File: src/rtl/ph_arb_pkg.sv
// Shared types and constants for the two-master physical RAM arbiter.
package ph_arb_pkg;

  // Arbiter FSM states: one grant cycle, LATENCY bus cycles, one ack cycle.
  typedef enum logic [1:0] {
    ARB_IDLE   = 2'd0,
    ARB_ACCESS = 2'd1,
    ARB_RESP   = 2'd2
  } arb_state_t;

  // Master indices, also used as the grant / last-served encoding.
  localparam logic ARB_M0 = 1'b0;
  localparam logic ARB_M1 = 1'b1;

  // Access counter width, sized for the largest supported LATENCY (15).
  localparam int CNT_W       = 4;
  localparam int LATENCY_MAX = 15;

  // Round-robin pick: on a tie the master that was not served last wins,
  // otherwise whichever master is requesting.
  function automatic logic rr_pick(input logic req0, input logic req1,
                                   input logic last_served);
    if (req0 && req1) return ~last_served;
    return req1 ? ARB_M1 : ARB_M0;
  endfunction

endpackage

File: src/rtl/ph_ram_arbiter.sv
// Two-master round-robin arbiter in front of the single physical RAM port.
// One access at a time: IDLE (arbitrate) -> ACCESS (LATENCY cycles on the
// RAM bus) -> RESP (one-cycle ack) -> IDLE. Every output is a flop.
module ph_ram_arbiter
  import ph_arb_pkg::*;
#(
  parameter int ADDR_W  = 32,
  parameter int DATA_W  = 32,
  parameter int LATENCY = 1    // RAM cycles per access, 1..LATENCY_MAX
) (
  input  logic              clk,
  input  logic              reset,

  input  logic              m0Request,
  input  logic [ADDR_W-1:0] m0Address,
  input  logic [DATA_W-1:0] m0WriteData,
  input  logic              m0WriteEnable,
  output logic [DATA_W-1:0] m0ReadData,
  output logic              m0Ack,

  input  logic              m1Request,
  input  logic [ADDR_W-1:0] m1Address,
  input  logic [DATA_W-1:0] m1WriteData,
  input  logic              m1WriteEnable,
  output logic [DATA_W-1:0] m1ReadData,
  output logic              m1Ack,

  output logic              phRequest,
  output logic [ADDR_W-1:0] phRamAddress,
  output logic [DATA_W-1:0] phRamWrite,
  output logic              phWriteEnable,
  input  logic [DATA_W-1:0] phRamRead
);

  // Counter preload: ACCESS lasts cnt+1 cycles, ending when cnt reaches 0.
  localparam logic [CNT_W-1:0] LAT_LOAD = CNT_W'(LATENCY - 1);

  // Current state and latched request.
  arb_state_t        state_q, state_d;
  logic [CNT_W-1:0]  cnt_q, cnt_d;
  logic              grant_q, grant_d;
  logic              last_q, last_d;
  logic [ADDR_W-1:0] addr_q, addr_d;
  logic [DATA_W-1:0] wdata_q, wdata_d;
  logic              we_q, we_d;

  // Next values of the registered outputs.
  logic              ph_req_d;
  logic [ADDR_W-1:0] ph_addr_d;
  logic [DATA_W-1:0] ph_wdata_d;
  logic              ph_we_d;
  logic              ack0_d, ack1_d;
  logic [DATA_W-1:0] rd0_d, rd1_d;

  // Next-state logic plus next values of every registered output.
  always_comb begin
    // NOTE: every signal gets a default before the case so no path leaves
    // one unassigned; that is what keeps this block free of latches.
    state_d    = state_q;
    cnt_d      = cnt_q;
    grant_d    = grant_q;
    last_d     = last_q;
    addr_d     = addr_q;
    wdata_d    = wdata_q;
    we_d       = we_q;
    rd0_d      = m0ReadData;
    rd1_d      = m1ReadData;
    ph_req_d   = 1'b0;
    ph_addr_d  = '0;
    ph_wdata_d = '0;
    ph_we_d    = 1'b0;
    ack0_d     = 1'b0;
    ack1_d     = 1'b0;

    unique case (state_q)
      ARB_IDLE: begin
        if (m0Request || m1Request) begin
          grant_d = rr_pick(m0Request, m1Request, last_q);
          addr_d  = (grant_d == ARB_M1) ? m1Address     : m0Address;
          wdata_d = (grant_d == ARB_M1) ? m1WriteData   : m0WriteData;
          we_d    = (grant_d == ARB_M1) ? m1WriteEnable : m0WriteEnable;
          cnt_d   = LAT_LOAD;
          state_d = ARB_ACCESS;
        end
      end

      ARB_ACCESS: begin
        if (cnt_q == '0) begin
          // Last bus cycle: RAM read data is valid now.
          if (!we_q) begin
            if (grant_q == ARB_M1) rd1_d = phRamRead;
            else                   rd0_d = phRamRead;
          end
          state_d = ARB_RESP;
        end else begin
          cnt_d = cnt_q - 1'b1;
        end
      end

      ARB_RESP: begin
        last_d  = grant_q;
        state_d = ARB_IDLE;
      end

      default: state_d = ARB_IDLE;
    endcase

    // Bus outputs are registered, so they follow the state being entered;
    // outside ACCESS the bus is driven to all zeros.
    if (state_d == ARB_ACCESS) begin
      ph_req_d   = 1'b1;
      ph_addr_d  = addr_d;
      ph_wdata_d = wdata_d;
      ph_we_d    = we_d;
    end

    // The ack flop is high exactly for the RESP cycle.
    if (state_d == ARB_RESP) begin
      ack0_d = (grant_d == ARB_M0);
      ack1_d = (grant_d == ARB_M1);
    end
  end

  // State, latched request and output registers; reset idles the bus at once.
  always_ff @(posedge clk or negedge reset) begin
    if (!reset) begin
      state_q       <= ARB_IDLE;
      cnt_q         <= '0;
      grant_q       <= ARB_M0;
      last_q        <= ARB_M1;    // m0 wins the first tie
      addr_q        <= '0;
      wdata_q       <= '0;
      we_q          <= 1'b0;
      m0ReadData    <= '0;
      m1ReadData    <= '0;
      m0Ack         <= 1'b0;
      m1Ack         <= 1'b0;
      phRequest     <= 1'b0;
      phRamAddress  <= '0;
      phRamWrite    <= '0;
      phWriteEnable <= 1'b0;
    end else begin
      // NOTE: non-blocking assignments so every flop samples the values from
      // before this edge, independent of statement order.
      state_q       <= state_d;
      cnt_q         <= cnt_d;
      grant_q       <= grant_d;
      last_q        <= last_d;
      addr_q        <= addr_d;
      wdata_q       <= wdata_d;
      we_q          <= we_d;
      m0ReadData    <= rd0_d;
      m1ReadData    <= rd1_d;
      m0Ack         <= ack0_d;
      m1Ack         <= ack1_d;
      phRequest     <= ph_req_d;
      phRamAddress  <= ph_addr_d;
      phRamWrite    <= ph_wdata_d;
      phWriteEnable <= ph_we_d;
    end
  end

endmodule

File: config.mk
export PLATFORM = sky130hd
export DESIGN_NAME = ph_ram_arbiter
export DESIGN_NICKNAME = d
export VERILOG_FILES = /design/src/rtl/ph_arb_pkg.sv /design/src/rtl/ph_ram_arbiter.sv
export SDC_FILE = /design/constraint.sdc
export NUM_CORES = 1
export LEC_CHECK = 0
export CELL_PAD_IN_SITES_DETAIL_PLACEMENT = 2
export CELL_PAD_IN_SITES_GLOBAL_PLACEMENT = 2
export CORE_MARGIN = 3
export CORE_UTILIZATION = 32
export CTS_BUF_LIST = sky130_fd_sc_hd__clkbuf_4 sky130_fd_sc_hd__clkbuf_8
export DETAILED_ROUTE_END_ITERATION = 7
export PLACE_DENSITY_LB_ADDON = 0.1
export REMOVE_ABC_BUFFERS = 1
export SETUP_SLACK_MARGIN = 0.1
export SYNTH_ARGS = -nofsm -noshare
export SYNTH_HDL_FRONTEND = slang
export SYNTH_SLANG_ARGS = --single-unit
File: constraint.sdc
create_clock -name clk -period 5.41 [get_ports clk]
set_input_delay 0.8115 -clock clk [delete_from_list [all_inputs] [get_ports clk]]
set_output_delay 0.8115 -clock clk [all_outputs]
set_load 0.05 [all_outputs]
==> impl_summary.log <==
INFO  metric run_status = complete, no violations
INFO  metric power.static_leakage = 5.23 nW
INFO  metric cts_root_buf = clkbuf_8
INFO  metric worstReg2RegEnd = m0ReadData[12]
INFO  metric max_freq = ~340 MHz
INFO  metric yosys_register_bits = about 200
INFO  metric clock_tree.buffer_depth = 3
INFO  metric path_cells = inv_1 > ha_1 > or3b_1 > or4_2 > mux2_4
INFO  metric synth_top_area_cell = dfrtp_1
INFO  metric detailed_place_hpwl = roughly 18000 µm
INFO  metric seq_area_frac_synth = between 60% and 70%
INFO  metric hold_viol = 0
INFO  metric grt_antenna_before_repair = 1
INFO  metric power.ir.vdd_worst = ~0.41 mV
INFO  metric clk_pin_slew_worst_paths = approximately 60 ps
INFO  metric timing.critical_path.max_delay_family = simple AND/OR/NAND/NOR gates
INFO  metric firstDrtPassIters = 4
INFO  metric rrSetupSlack = 2500 ps
INFO  metric period_minus_slack = roughly 2900 ps
INFO  metric floorplan.core_area = ~25000 µm²
INFO  metric cts_htree_levels = 2
INFO  metric grt_overflow = 0
INFO  metric port_buffers = approximately 300
INFO  metric io_pins = ~300
INFO  metric syn_area = 8330 µm²
INFO  metric worstReg2RegStart = cnt_q[0]
INFO  metric maxSlewViolCount = 0
INFO  metric core_utilization_of_the_finished_layout = between 40% and 50%
INFO  metric tritoncts_num_sinks = about 200
INFO  metric grt_first_pass_wirelength = roughly 43000 µm
INFO  metric routability_congestion_estimate_from_global_placement = approximately 0.80
INFO  metric synth_commonest_cells = dfrtp_1 (204), o21ai_0 (135), mux2i_1 (68)
INFO  metric grt_start_max_net_pins = approximately 130
INFO  metric die-area = around 28000 µm²
INFO  metric effective_utilization_at_floorplan = between 30 and 40%
INFO  metric crit_arrival = 3290 ps
INFO  metric max_slew_margin = roughly an eighth
INFO  metric async_flop_share = 100%
INFO  metric cell_pwr_density = approximately 640 nW/µm²
INFO  metric synth_ff_type = dfrtp_1
INFO  metric vias_per_cell = around 5
INFO  metric post_route_cells_drive_above_1_share = between 15 and 20%
INFO  metric final.setup_skew = about 16 ps
INFO  metric timing.critical_path.buf_inv = 1
INFO  metric wl_per_cell = between 20 and 25 µm
INFO  metric diodes = 0
INFO  metric synth.top_cells.by_area = dfrtp_1 (61%), mux2i_1 (8.2%), o21ai_0 (8.1%)
INFO  metric cts_setup_buffers = 0
INFO  metric synth-edff-count = 0
INFO  metric number_of_drc_violations_after_detailed_routing_iteration_0 = 300
INFO  metric grt_pass1_vias = between 7000 and 8000
INFO  metric post-route-period-util = a little over half
INFO  metric std_cell_rows = 58
INFO  metric cts.hold.buffers_added = 0
INFO  metric cts_tree = done
INFO  metric post-synth-top-area-fraction = between 60% and 70%
INFO  metric via_count = 6359
INFO  metric drv.max_cap_violation_count = 0
INFO  metric reg2reg_depth = 5
INFO  metric footprint_of_the_multi_input_gates = slightly below 3000 µm²
INFO  metric area_growth_syn_to_layout = 48.2%
INFO  metric fill_cells = roughly 2500
INFO  metric post_cts_resize_count = 0
INFO  metric setup_viol_count_final = 0
INFO  metric crit_type = flip-flop to flip-flop
INFO  metric timing.critical_path.to_type = flip-flop
INFO  metric drt.antenna.violating_nets = 0
INFO  metric syn_area_per_cell = 13.5 µm²
INFO  metric grt_util_all_layers = between 10% and 20%
INFO  metric seqCellArea = around 5100 µm²
INFO  metric critical_path.startpoint_type = flip-flop
INFO  metric worstSetupPathDepth = 5
INFO  metric insertion_delay = 520 ps
INFO  metric dieWidth = 167 µm
INFO  metric netlist_instances = about 600
INFO  metric yosys.cell_count.top_type = dfrtp_1
INFO  metric required = just under 6000 ps
INFO  metric holdCritPathClass = input pin to async pin
INFO  metric crit_fanout = 32
INFO  metric die_height = ~170 µm
INFO  metric p_total = 0.00787 W
INFO  metric synth_unique_cells = 29
INFO  metric nNetsFinal = between 1000 and 1500
INFO  metric critPathSlowestCell = or4_2
INFO  metric sum_of_routed_wire_length_over_all_layers = 27400 µm
INFO  metric drc_errors = 0
INFO  metric worst_pin_slew = about 1300 ps
INFO  metric grt_setup_unrepaired = false
INFO  metric yosys_warnings = 0
INFO  metric cts_made_buffers = 38
INFO  metric timing.critical_path.slowest_cell_delay = about 1100 ps
-- worst max path at each step --
stage	start	endpoint
after global routing	cnt_q[0]	m0ReadData[11]
after floorplan	m1Request	addr_q[0]
after global placement	m1Request	wdata_q[19]
after CTS	cnt_q[0]	m0ReadData[12]
final	cnt_q[0]	m0ReadData[12]
after detailed placement	m1Request	phRamWrite[27]
-- per-layer routing --
layer  GRT usage [%]  part of all wire (%)  vias up
met1            24.6                    42     3241
li1                -                     -     2849
met4            4.62                   1.8        2
met3            5.74                   6.9       39
met5               0                 0.048        -
met2            31.8                    49      228
-- cells by family after synthesis --
| logic type | Yosys count | share of synthesized area (%) |
|---|---|---|
| muxes | 133 | 18.3 |
| buffers and inverters | 53 | 3.16 |
| AOI/OAI and AO/OA | 204 | 15.3 |
| and+or+nand+nor | 19 | 1.29 |
| adders and majority gates | 2 | 0.301 |
| DFF | 205 | 61.6 |
-- worst reg2reg max path, stage by stage (launching register included) --
cell	delay, ps
dfrtp_1	380
inv_1	120
ha_1	180
or3b_1	470
or4_2	1120
mux2_4	510
-- flip-flops by register name (all words and copies together) (netlist names) --
name / count
phRequest: 1
m0ReadData: 32
last_q: 1
m1ReadData: 32
phWriteEnable: 1
grant_q: 1
state_q: 2
wdata_q: 32
m0Ack: 1
addr_q: 32
we_q: 1
m1Ack: 1
cnt_q: 4
phRamWrite: 32
phRamAddress: 32
-- cell usage in the layout (no fill, tap or decap) --
cell type        synthesis  routed
o21ai_4                  0       1
o22ai_1                  2       2
or2_2                    1       1
mux2_2                  35      35
a21boi_4                 0       1
clkinv_2                 0       4
nand3_1                  3       3
clkbuf_8                 0      45
o21ai_0                135     134
nand2_1                  1       1
nor2_4                   0       2
nand4b_1                 1       1
clkinvlp_4               0       1
nor3_1                   2       2
nor2_1                   4       2
nand2b_1                 1       1
nor3b_1                  1       1
and3_1                   1       1
buf_4                    0       6
inv_1                    2       2
buf_12                   3       1
clkdlybuf4s50_1          0     296
a22o_1                   1       1
dfstp_2                  1       1
clkbuf_4                 0      15
dfrtp_1                204     204
or3b_1                   1       1
mux2i_1                 68      68
o2bb2ai_1               65      65
ha_1                     2       2
bufinv_16                0       1
nor2b_1                  2       2
mux2_4                  30      30
or4_2                    0       1
-- power by group --
group | total (W) | leakage (nW) | switching (W) | internal [W]
Clock | 0.00152 | 0.415 | 0.000629 | 0.000888
Combinational | 0.00380 | 2.27 | 0.00243 | 0.00136
Sequential | 0.00256 | 2.55 | 0.000353 | 0.00221
-- final cells by class --
| cell class | instances | share of cell area [%] |
|---|---|---|
| well taps | 330 | 3.35 |
| multi-input cells | 358 | 24.1 |
| repair buffers | 304 | 24.7 |
| clock buffers | 59 | 5.82 |
| flip-flops and latches | 205 | 41.6 |
| inverters | 2 | 0.0608 |
| clock inverters | 6 | 0.466 |
-- metrics by stage --
step | instances | setup WS, ps | hold slack [ps] | area (µm²) | setup TNS, ps
after detailed placement | 1199 | 2050 | 466 | 11600 | 0
after global routing | 1264 | 2400 | 400 | 12300 | 0
after floorplan | 565 | -2180 | 450 | 8070 | -243700
after global placement | 1199 | 2180 | 462 | 11600 | 0
after CTS | 1264 | 2490 | 390 | 12300 | 0
final | 1264 | 2500 | 360 | 12300 | 0
(Power assumes the default switching activity.)
